### config.mk
export PLATFORM = sky130hd
export DESIGN_NAME = seq_nibble_multiplier
export DESIGN_NICKNAME = d
export VERILOG_FILES = /design/src/rtl/seq_nibble_multiplier.sv
export SDC_FILE = /design/constraint.sdc
export NUM_CORES = 1
export LEC_CHECK = 0
export ABC_AREA = 0
export CAP_MARGIN = 40
export CORE_UTILIZATION = 48
export DETAILED_ROUTE_END_ITERATION = 10
export GPL_ROUTABILITY_DRIVEN = 0
export PLACE_DENSITY = 0.74
export SLEW_MARGIN = 20
export SYNTH_ARGS = -nofsm -noshare
export SYNTH_HDL_FRONTEND = slang
export SYNTH_SLANG_ARGS = --single-unit
### constraint.sdc
create_clock -name clk -period 4.9 [get_ports clk]
set_clock_uncertainty 0.1 [all_clocks]
set_input_delay 1.47 -clock clk [delete_from_list [all_inputs] [get_ports clk]]
set_output_delay 1.47 -clock clk [all_outputs]
set_load 0.005 [all_outputs]
### src/rtl/seq_nibble_multiplier.sv
// Wide unsigned multiplier built around one shared 4x4 array core.
// Operands are accepted in IDLE. The FSM then visits every nibble pair (i, j) and
// adds each shifted partial product into a 2W-bit accumulator. The result is
// presented in DONE until the consumer takes it.

// 4x4 unsigned array multiplier core (purely combinational)
module top_array_multiplier (
  output logic [7:0] product,
  input  logic [3:0] A,
  input  logic [3:0] B
);

  // Sum the four AND-gated rows, each shifted by its multiplier bit position
  always_comb begin
    product = '0;
    for (int r = 0; r < 4; r++) begin
      product = product + ({4'b0000, A & {4{B[r]}}} << r);
    end
  end

endmodule

module seq_nibble_multiplier #(
  parameter int N_DIGITS = 2
) (
  input  logic                  clk,
  input  logic                  rst,
  input  logic                  in_valid,
  output logic                  in_ready,
  input  logic [4*N_DIGITS-1:0] a,
  input  logic [4*N_DIGITS-1:0] b,
  output logic                  out_valid,
  input  logic                  out_ready,
  output logic [8*N_DIGITS-1:0] product,
  output logic                  busy
);

  localparam int W = 4 * N_DIGITS;
  localparam logic [1:0] LAST_IDX = 2'(N_DIGITS - 1);

  typedef enum logic [1:0] {
    IDLE = 2'd0,
    MUL  = 2'd1,
    DONE = 2'd2
  } state_t;

  state_t         state_q;
  logic [W-1:0]   a_q;
  logic [W-1:0]   b_q;
  logic [2*W-1:0] acc_q;
  logic [1:0]     i_q;
  logic [1:0]     j_q;
  logic           in_ready_q;
  logic           out_valid_q;
  logic           busy_q;

  logic [3:0]     coreA;
  logic [3:0]     coreB;
  logic [7:0]     coreProduct;
  logic [4:0]     shiftAmt;
  logic [2*W-1:0] acc_d;

  // Select the current nibble pair and form the accumulator update
  always_comb begin
    coreA    = 4'(a_q >> {i_q, 2'b00});
    coreB    = 4'(b_q >> {j_q, 2'b00});
    shiftAmt = {1'b0, i_q, 2'b00} + {1'b0, j_q, 2'b00};
    acc_d    = acc_q + ((2*W)'(coreProduct) << shiftAmt);
  end

  top_array_multiplier u_core (
    .product (coreProduct),
    .A       (coreA),
    .B       (coreB)
  );

  // Control FSM with registered handshake flags, operand latches and accumulator
  always_ff @(posedge clk) begin
    if (rst) begin
      state_q     <= IDLE;
      a_q         <= '0;
      b_q         <= '0;
      acc_q       <= '0;
      i_q         <= '0;
      j_q         <= '0;
      in_ready_q  <= 1'b1;
      out_valid_q <= 1'b0;
      busy_q      <= 1'b0;
    end else begin
      case (state_q)
        IDLE: begin
          if (in_valid) begin
            a_q        <= a;
            b_q        <= b;
            acc_q      <= '0;
            i_q        <= '0;
            j_q        <= '0;
            state_q    <= MUL;
            in_ready_q <= 1'b0;
            busy_q     <= 1'b1;
          end
        end
        MUL: begin
          acc_q <= acc_d;
          if (j_q == LAST_IDX) begin
            j_q <= '0;
            if (i_q == LAST_IDX) begin
              i_q         <= '0;
              state_q     <= DONE;
              out_valid_q <= 1'b1;
            end else begin
              i_q <= i_q + 2'd1;
            end
          end else begin
            j_q <= j_q + 2'd1;
          end
        end
        DONE: begin
          if (out_ready) begin
            state_q     <= IDLE;
            out_valid_q <= 1'b0;
            busy_q      <= 1'b0;
            in_ready_q  <= 1'b1;
          end
        end
        default: begin
          state_q     <= IDLE;
          in_ready_q  <= 1'b1;
          out_valid_q <= 1'b0;
          busy_q      <= 1'b0;
        end
      endcase
    end
  end

  assign in_ready  = in_ready_q;
  assign out_valid = out_valid_q;
  assign busy      = busy_q;
  assign product   = acc_q;

endmodule

# Word-level counts from Yosys, hierarchy flattened
# Index checks and enable logic that the tools add are counted.
totals:
  output_inout_bits: 19
  regBits: 41
  elab_cells: 63
classes:
  eq_ne: 8
  n_reduce_logical: 8
  bitwise: 6
  n_addsub: 7
  n_shift: 3
  muxes: 22
ops:
  columns: ["cell", "count"]
  rows:
  - ["16-bit case mux with 2 select lines", 1]
  - ["16-bit adder", 1]
  - ["4-bit AND", 4]
  - ["16-bit two-way mux", 1]
  - ["2-bit two-way mux", 8]
  - ["8-bit by 5-bit left shift with 16-bit output", 1]
  - ["8-bit by 4-bit >> shifter with 4-bit output", 2]
  - ["1-bit case mux with 3 select lines", 3]
  - ["7-bit by 7-bit adder with 8-bit output", 1]
  - ["2-bit inequality test (second input constant)", 4]
  - ["2-bit case mux with 2 select lines", 2]
  - ["4-bit AND reduction", 2]
  - ["6-bit by 6-bit adder with 7-bit output", 1]
  - ["4-bit by 5-bit adder with 6-bit output", 1]
  - ["2-bit by 1-bit equality test with 1-bit output (second input constant)", 3]
  - ["1-bit two-way mux", 6]
  - ["2-bit case mux with 3 select lines", 1]
  - ["3-bit AND reduction", 2]
  - ["4-bit by 4-bit adder with 5-bit output", 1]
  - ["2-bit by 1-bit adder with 2-bit output (second input constant)", 2]
  - ["2-bit AND reduction", 2]
  - ["2-bit equality test (second input constant)", 1]
  - ["2-bit zero test", 1]
  - ["1-bit NOT", 2]
  - ["2-bit nonzero test", 1]

# Longest topological paths before layout
# Gate-level depths: netlist (run 1).
depth:
  ltp_word: 8
  depth_mapped: 24
  depth_no_buf: 23

# Modules after synthesis
# From an unflattened synthesis (run 1), not the netlist that was laid out.
hier_totals:
  hier_cells: 384
  hier_area_um2: 2999.1
by_module_without_submodules:
  columns: ["mod", "cells_per_inst", "area_per_inst_um2", "seq_area_each_um2", "instances"]
  rows:
  - ["seq_nibble_multiplier", 331, 2576.2, 820.8, 1]
  - ["top_array_multiplier", 53, 422.9, 0.0, 1]

# Least setup slack after synthesis (run 1)
# No wires, ideal clock.
synth_path:
  path_type: "register -> register"
  startpoint: "register j_q[0]"
  endpoint: "register acc_q[14], in the netlist product[14]"
  path_buffers: 1
  setup_slack_ns: -0.352
  path_stages_with_launch: 22
  t_arrival_ns: 5.035
  setup_ns: 0.117
  cell_sequence: "dfxtp_1 -> clkbuf_1 -> mux2_2 -> nand2_1 -> nor2_1 -> fa_1 -> inv_1 -> fa_1 -> inv_1 -> ha_1 -> fa_1 -> a21oi_1 -> nor4b_1 -> a311oi_2 -> nor2_1 -> ha_1 -> a2111oi_0 -> o21ai_1 -> a221oi_2 -> o21ai_1 -> xor2_1 -> a22o_1"
synth_between:
  elab_chain_len: 8
  word_cells_on_any_way: 12
  classes_between: "add/sub (5); shift (2); mux (1); bitwise (4)"
synth_lines:
  columns: ["element", "line", "text"]
  rows:
  - ["from (decl)", "52", "logic [1:0] j_q;"]
  - ["from (signal assigned)", "115", "j_q <= j_q + 2'd1;"]
  - ["8-bit by 4-bit >> shifter with 4-bit output", "66", "coreB = 4'(b_q >> {j_q, 2'b00});"]
  - ["4-bit AND", "17", "product = product + ({4'b0000, A & {4{B[r]}}} << r);"]
  - ["4-bit by 5-bit adder with 6-bit output", "17", null]
  - ["6-bit by 6-bit adder with 7-bit output", "17", null]
  - ["7-bit by 7-bit adder with 8-bit output", "17", null]
  - ["8-bit by 5-bit left shift with 16-bit output *", "68", "acc_d = acc_q + ((2*W)'(coreProduct) << shiftAmt);"]
  - ["16-bit adder *", "68", null]
  - ["16-bit case mux with 2 select lines *", "90", "case (state_q)"]
  - ["to (signal assigned)", "83", "acc_q <= '0;"]
  - ["to (signal assigned)", "95", "acc_q <= '0;"]
  - ["to (signal assigned)", "104", "acc_q <= acc_d;"]
  - ["to (decl)", "50", "logic [2*W-1:0] acc_q;"]
# Mark *: on every way between the ends. The rest lies on a longest branch, timed or not.
# A chain may end at the register's enable or synchronous reset.

# Final worst setup path (run 1)
layout_path:
  startpoint: "register j_q[0]"
  endpoint: "register acc_q[15], in the netlist product[15]"
# Same word-level chain as after synthesis.

==> results of run 1 <==
[routing by layer]
layer | wire (µm) | GRT usage | vias up
met1 | 3360 | 0.301 | 1252
li1 | - | - | 1350
met5 | 0 | 0 | -
met4 | 126 | 0.0571 | 0
met3 | 356 | 0.0663 | 13
met2 | 3280 | 0.378 | 69
[layout by cell type, fill, tap and decap left out, types with 6 or more instances in the layout]
cell type	instances
xor2_1	6
nor2b_1	6
ha_1	24
nand2_1	54
a21oi_1	35
buf_4	26
nand3_1	10
nor2_1	36
and2_1	6
clkdlybuf4s50_1	38
a22o_1	9
xnor2_1	9
inv_1	6
dfxtp_1	39
mux2_4	6
fa_1	6
[logic make-up after synthesis]
group / count (synthesis) / synth area share
buffers and inverters: 25 / 0.0481
XOR/XNOR: 15 / 0.0451
adder cells (fa/ha/maj): 33 / 0.160
AND/OR/NAND/NOR: 144 / 0.226
flip-flops: 41 / 0.282
AO/OA/AOI/OAI: 84 / 0.198
multiplexers: 11 / 0.0408
[synth_stat cells, drive strengths merged (7+ instances only)]
| library cell | count |
|---|---|
| o21ai | 7 |
| dfxtp | 41 |
| ha | 26 |
| mux2 | 7 |
| inv | 10 |
| nand2 | 60 |
| clkbuf | 10 |
| a21oi | 41 |
| a22o | 9 |
| nand3 | 10 |
| fa | 7 |
| xnor2 | 9 |
| and2 | 7 |
| nor2 | 40 |
[layout make-up]
class	count	area share
multi-input combinational	287	0.558
timing repair buffer	65	0.156
inverter	11	0.0109
sequential	41	0.219
clock inverter	3	0.0123
tap	75	0.0249
clock buffer	5	0.0182
[worst paths after layout]
path                         endpoint  slack, ps  depth (start not counted)
max          product[15]$_SDFFE_PP0P_        -30                         21
min               b_q[1]$_SDFFE_PP0P_        360                          2
max reg2reg  product[15]$_SDFFE_PP0P_        -30                         21
min reg2reg       b_q[1]$_SDFFE_PP0P_        360                          2
[repair_timing]
item	in CTS	in global routing
buffers inserted	3	2
pin swaps	6	11
resized for setup	8	15
setup endpoints to repair	6	6
[registers in the layout (all words and copies together), names as in the netlist]
| register | cells |
|---|---|
| a_q | 8 |
| b_q | 8 |
| busy | 1 |
| i_q | 2 |
| in_ready | 1 |
| j_q | 2 |
| out_valid | 1 |
| product | 16 |
| state_q | 2 |
[power groups by stage]
stage	clock, mW	combinational [mW]	sequential (mW)
floorplan	0	0.0784	0.358
global placement	0	0.111	0.360
detailed placement	0	0.113	0.360
CTS	0.288	0.115	0.352
global route	0.305	0.134	0.354
finish	0.283	0.123	0.352
[through the flow]
step / instances / total power, mW
floorplan: 353 / 0.436
global placement: 473 / 0.471
detailed placement: 473 / 0.473
CTS: 484 / 0.755
global route: 487 / 0.792
finish: 487 / 0.758
[worst reg2reg max path, stage by stage (launching register included)]
cell      delay, ps
dfxtp_4         380
mux2_4          330
nand2_4          90
nor2_4           50
fa_1            550
inv_2            40
fa_1            510
inv_2            50
ha_4            160
fa_2            390
a21oi_4         170
nor4b_2          70
a311oi_2        250
nor2_1          110
ha_1            360
nand2_1          90
buf_4           150
nor2_4          160
a311oi_4        120
a211o_1         300
a31o_1          230
a22o_1          170
==> results.md, run 1 <==
* Outcome: finished with violations
* CTS Root Cell: clkbuf_8
* Worst Max-Slew Pin Slew at 766 ps
* Setup crit start kind: register
* Pleak at between 1.5 and 2 nW
* Final WS setup at -29.0 ps
* Initial antenna violation count at 0
* Largest cells by area after synthesis: dfxtp_1 28%, ha_1 11%, nand2_1 7.7%
* DRT Pass-1 Iters at 4
* Critical path's slowest cell: fa_1
* I/O Pins at 39
* Largest net degree at the start of global routing at 36
* Reg2reg start: j_q[0]$_SDFFE_PP0P_
* Layout cells sized above 1 at 0.204
* Die W at 79.9 µm
* RSZ-0062 raised after global routing: yes
* Area leader, netlist: dfxtp_1
* DR vias at roughly 2700
* Setup TNS at -29.0 ps
* PD cells at around 200 mW/mm²
* Cell Area, Synth at approximately 0.0029 mm²
* Beginning of the worst hold path: b_q[1]$_SDFFE_PP0P_
* DRC viols at 0
* CTS tree: done
* First-pass GRT wire length at 11500 µm
* Worst VDD drop at 0.205 mV
* Register bit count reported by yosys at around 40
* Most used DFF post-synth: dfxtp_1
* Sequential-to-total area share from yosys stat at 0.282
* Combinational power share at 0.162
* Final hold violations at 0
* Hold Path Class: register to register
* Starting DRT DRC Count at 95
* CP Class: register to register
* Final HPWL DP at between 5000 and 6000 µm
* IO Port Bufs at 38
* Critical Path AT at 5030 ps
* Switching Fraction at 0.268
* Fin area at approximately 0.0038 mm²
* Fillers at just over 500
* Critical path launch point: j_q[0]$_SDFFE_PP0P_
* Avg Cell Area, Syn at 8.25 µm²
* Number of max-cap violations at 0
* Instance area at placement at 0.00351 mm²
* Ys async rst share at 0
* Die Ht at 79.9 µm
* Area delta synth->final at 29.6%
* Gr ovfl total at 0
* Starting density of the core at 0.495
* # diodes at 0
* Later-pin clock latency in the skew report at approximately 300 ps
* Max-slew violation count at 0
* Crit path buf inv count at 3
* Top Family by Delay on Critical Path: adder cells
* Fmax at between 0.2 and 0.25 GHz
* Max FO, Critical Path at 4
* CTS sink cnt at 41
* Max_slew headroom at 0.488
* Register area at 828 µm²
* Synthesized instance count at approximately 350
* DP Worst Slack at -155 ps
* Hold_ws at 357 ps
* CTS buffer count at 5
* Final worst-path cycle share at 1.01
* # setup viols final at 1
* Clk buf depth at 2
* Clock power frac at 0.374
* Area of the multi-input gates at 0.00210 mm²
* Full die area at roughly 0.0064 mm²
* Hold bufs inserted after CTS at 0
* Failing checks: setup timing
* WL final at between 7000 and 8000 µm
* GRT Total Usage at 0.232
* Yosys top cell area share at 0.282
* Clock-pin slew on the worst setup and hold paths at 90 ps
* Post-layout net count at ~460
* CP required at 5010 ps
* Vias/cell at around 5.5
* Warnings, synthesis at 0
* DRT antenna net count at 0
* Switching Power at around 0.20 mW
* Post-synth EDFFs at 0
* Core area at 0.00589 mm²
* Placement Rows at 28
* H-tree depth at 2
* Routed len/inst at approximately 15 µm
* Fin crit period at between 4000 and 5000 ps
* Critical Path Sink Type: register
* CP cell instances: mux2_4 > nand2_4 > nor2_4 > fa_1 > inv_2 > fa_1 > inv_2 > ha_4 > fa_2 > a21oi_4 > nor4b_2 > a311oi_2 > nor2_1 > ha_1 > nand2_1 > buf_4 > nor2_4 > a311oi_4 > a211o_1 > a31o_1 > a22o_1
* Post-synthesis cell type count at 53
* Internal at 0.554 mW
* Critical Path Max Stage Delay at 550 ps
* Syn Nets at 406
* Register share of total power at 0.464
* Final core utilization at 0.641
* Vias in the first global route at around 2500
No activity file was read; power rests on OpenSTA's default activity.
==> inputs of run 2 (changes only) <==
Settings changed: DONT_BUFFER_PORTS set to 1, PLACE_DENSITY 0.74 to 0.65.
==> results.md, run 2 (synthesized netlist as in run 1, its figures left out) <==
* Outcome: complete, no violations
* Switching Fraction at 0.249
* H-tree depth at 2
* Number of max-cap violations at 0
* Gr ovfl total at 0
* Instance area at placement at 0.00314 mm²
* CTS Root Cell: clkbuf_8
* Register share of total power at 0.450
* Pleak at 1.43 nW
* Max FO, Critical Path at 4
* DRT antenna net count at 0
* Final hold violations at 0
* Critical Path Sink Type: register
* CP Class: register to register
* Placement Rows at 28
* DR vias at 2531
* Final WS setup at 8.23 ps
* Vias in the first global route at 2341
* IO Port Bufs at 0
* Starting DRT DRC Count at 128
* Worst Max-Slew Pin Slew at 784 ps
* # diodes at 0
* Final worst-path cycle share at 0.998
* Max_slew headroom at 0.476
* Fin area at between 0.003 and 0.004 mm²
* Fin crit period at 4890 ps
* Final HPWL DP at 5090 µm
* Critical path depth at 20
* Later-pin clock latency in the skew report at 300 ps
* Hold Path Class: register to register
* Area delta synth->final at 15.5%
* Worst r2r path cells at 20
* Internal at 0.588 mW
* Critical Path Max Stage Delay at 470 ps
* Largest net degree at the start of global routing at 36
* M2 GR Usage at 0.328
* DP Worst Slack at -66.4 ps
* Cells on Worst Hold Path at 2
* CTS tree: done
* Full die area at 0.00638 mm²
* DRT Pass-1 Iters at 4
* RSZ-0062 raised after global routing: yes
* Crit path buf inv count at 2
* Layout cells sized above 1 at 0.227
* Vias/cell at roughly 5.7
* Routed len/inst at about 15 µm
* Setup crit start kind: register
* Initial antenna violation count at 0
* Max reg flops at 16
* Hold_ws at 351 ps
* CTS sink cnt at 41
* Post-layout net count at approximately 420
* Met1 Use GR at 0.315
* DRC viols at 0
* Non-filler instance count after layout at ~450
* Clock power frac at 0.431
* Clk buf depth at 2
* First-pass GRT wire length at 11100 µm
* # setup viols final at 0
* Top Family by Delay on Critical Path: adder cells
* Critical path's slowest cell: fa_1
* Starting density of the core at 0.495
* Die Ht at 79.9 µm
* Most frequent cells in the layout: 53 x nand2_1, 39 x dfxtp_1, 34 x nor2_1, 34 x a21oi_1, 24 x ha_1
* Busiest grt layer: met2
* CTS buffer count at 5
* Fmax at 0.204 GHz
* Core area at slightly below 0.006 mm²
* WL final at 6640 µm
* Final core utilization at 0.571
* Clock-pin slew on the worst setup and hold paths at 90 ps
* Die W at 79.9 µm
* Most common cell after layout, fill and taps aside: nand2_1
* PD cells at 233 mW/mm²
* CP required at 5000 ps
* Met3 usage at 0.0457
* Dpl cells at 436
* CP cell instances: mux2_2 > nand2_2 > nor2_1 > fa_1 > inv_1 > fa_1 > inv_1 > ha_2 > fa_2 > a21oi_4 > nor4b_2 > a311oi_2 > nor2_1 > ha_1 > a2111oi_4 > o21ai_2 > a221oi_2 > o21ai_1 > xor2_1 > a22o_1
* Combinational power share at 0.119
* Switching Power at 0.195 mW
* GRT Total Usage at 0.219
* Critical Path AT at 4990 ps
* I/O Pins at 39
* Max-slew violation count at 0
* Worst VDD drop at 0.191 mV
## run 2: final timing paths
path / from / endpoint / slack (ps)
setup reg to reg: j_q[0]$_SDFFE_PP0P_ / product[14]$_SDFFE_PP0P_ / 8
setup / recovery: j_q[0]$_SDFFE_PP0P_ / product[14]$_SDFFE_PP0P_ / 8
hold reg to reg: b_q[3]$_SDFFE_PP0P_ / b_q[3]$_SDFFE_PP0P_ / 350
hold / removal: b_q[3]$_SDFFE_PP0P_ / b_q[3]$_SDFFE_PP0P_ / 350
## run 2: stage by stage
| stage | power, mW | setup TNS [ps] |
|---|---|---|
| global route | 0.814 | -882 |
| detailed placement | 0.452 | -169 |
| floorplan | 0.436 | 0 |
| CTS | 0.785 | 0 |
| finish | 0.783 | 0 |
| global placement | 0.448 | 0 |
## run 2: what timing repair did
item                                    in CTS  in global routing
gates resized for setup                      3                 18
hold buffers                                 0                  0
pin swaps                                    1                 20
setup buffers                                0                  1
endpoints found under the setup margin       4                  6
hold endpoints to repair                     0                  0
## run 2: worst register-to-register path: cells and delay by family, from the launching register on
family                   cells  cell delay [ps]
AO/OA/AOI/OAI                7             1560
XOR/XNOR                     1              150
adder cells (fa/ha/maj)      5             1840
buffers and inverters        2               90
flip-flops                   1              380
multiplexers                 1              340
AND/OR/NAND/NOR              4              320
## run 2: routing by layer
layer  share of wire  up-vias
met1            0.51     1198
met2            0.44       57
met5               0        -
met4          0.0092        0
li1                -     1270
met3           0.045        6
## run 2: power groups by stage
stage | clock network, mW | registers [mW] | logic (mW)
2_1_floorplan | 0 | 0.358 | 0.0784
3_3_place_gp | 0 | 0.361 | 0.0873
3_5_place_dp | 0 | 0.361 | 0.0910
4_1_cts | 0.342 | 0.352 | 0.0914
5_1_grt | 0.356 | 0.354 | 0.104
6_report | 0.337 | 0.352 | 0.0931
## run 2: layout make-up
cell class,count,area (µm²)
clock buffer,5,68.8
tap,75,93.8
inverter,11,41.3
multi-input combinational,287,2080
clock inverter,3,68.8
timing repair buffer,23,180
sequential,41,828
fill,547,2520
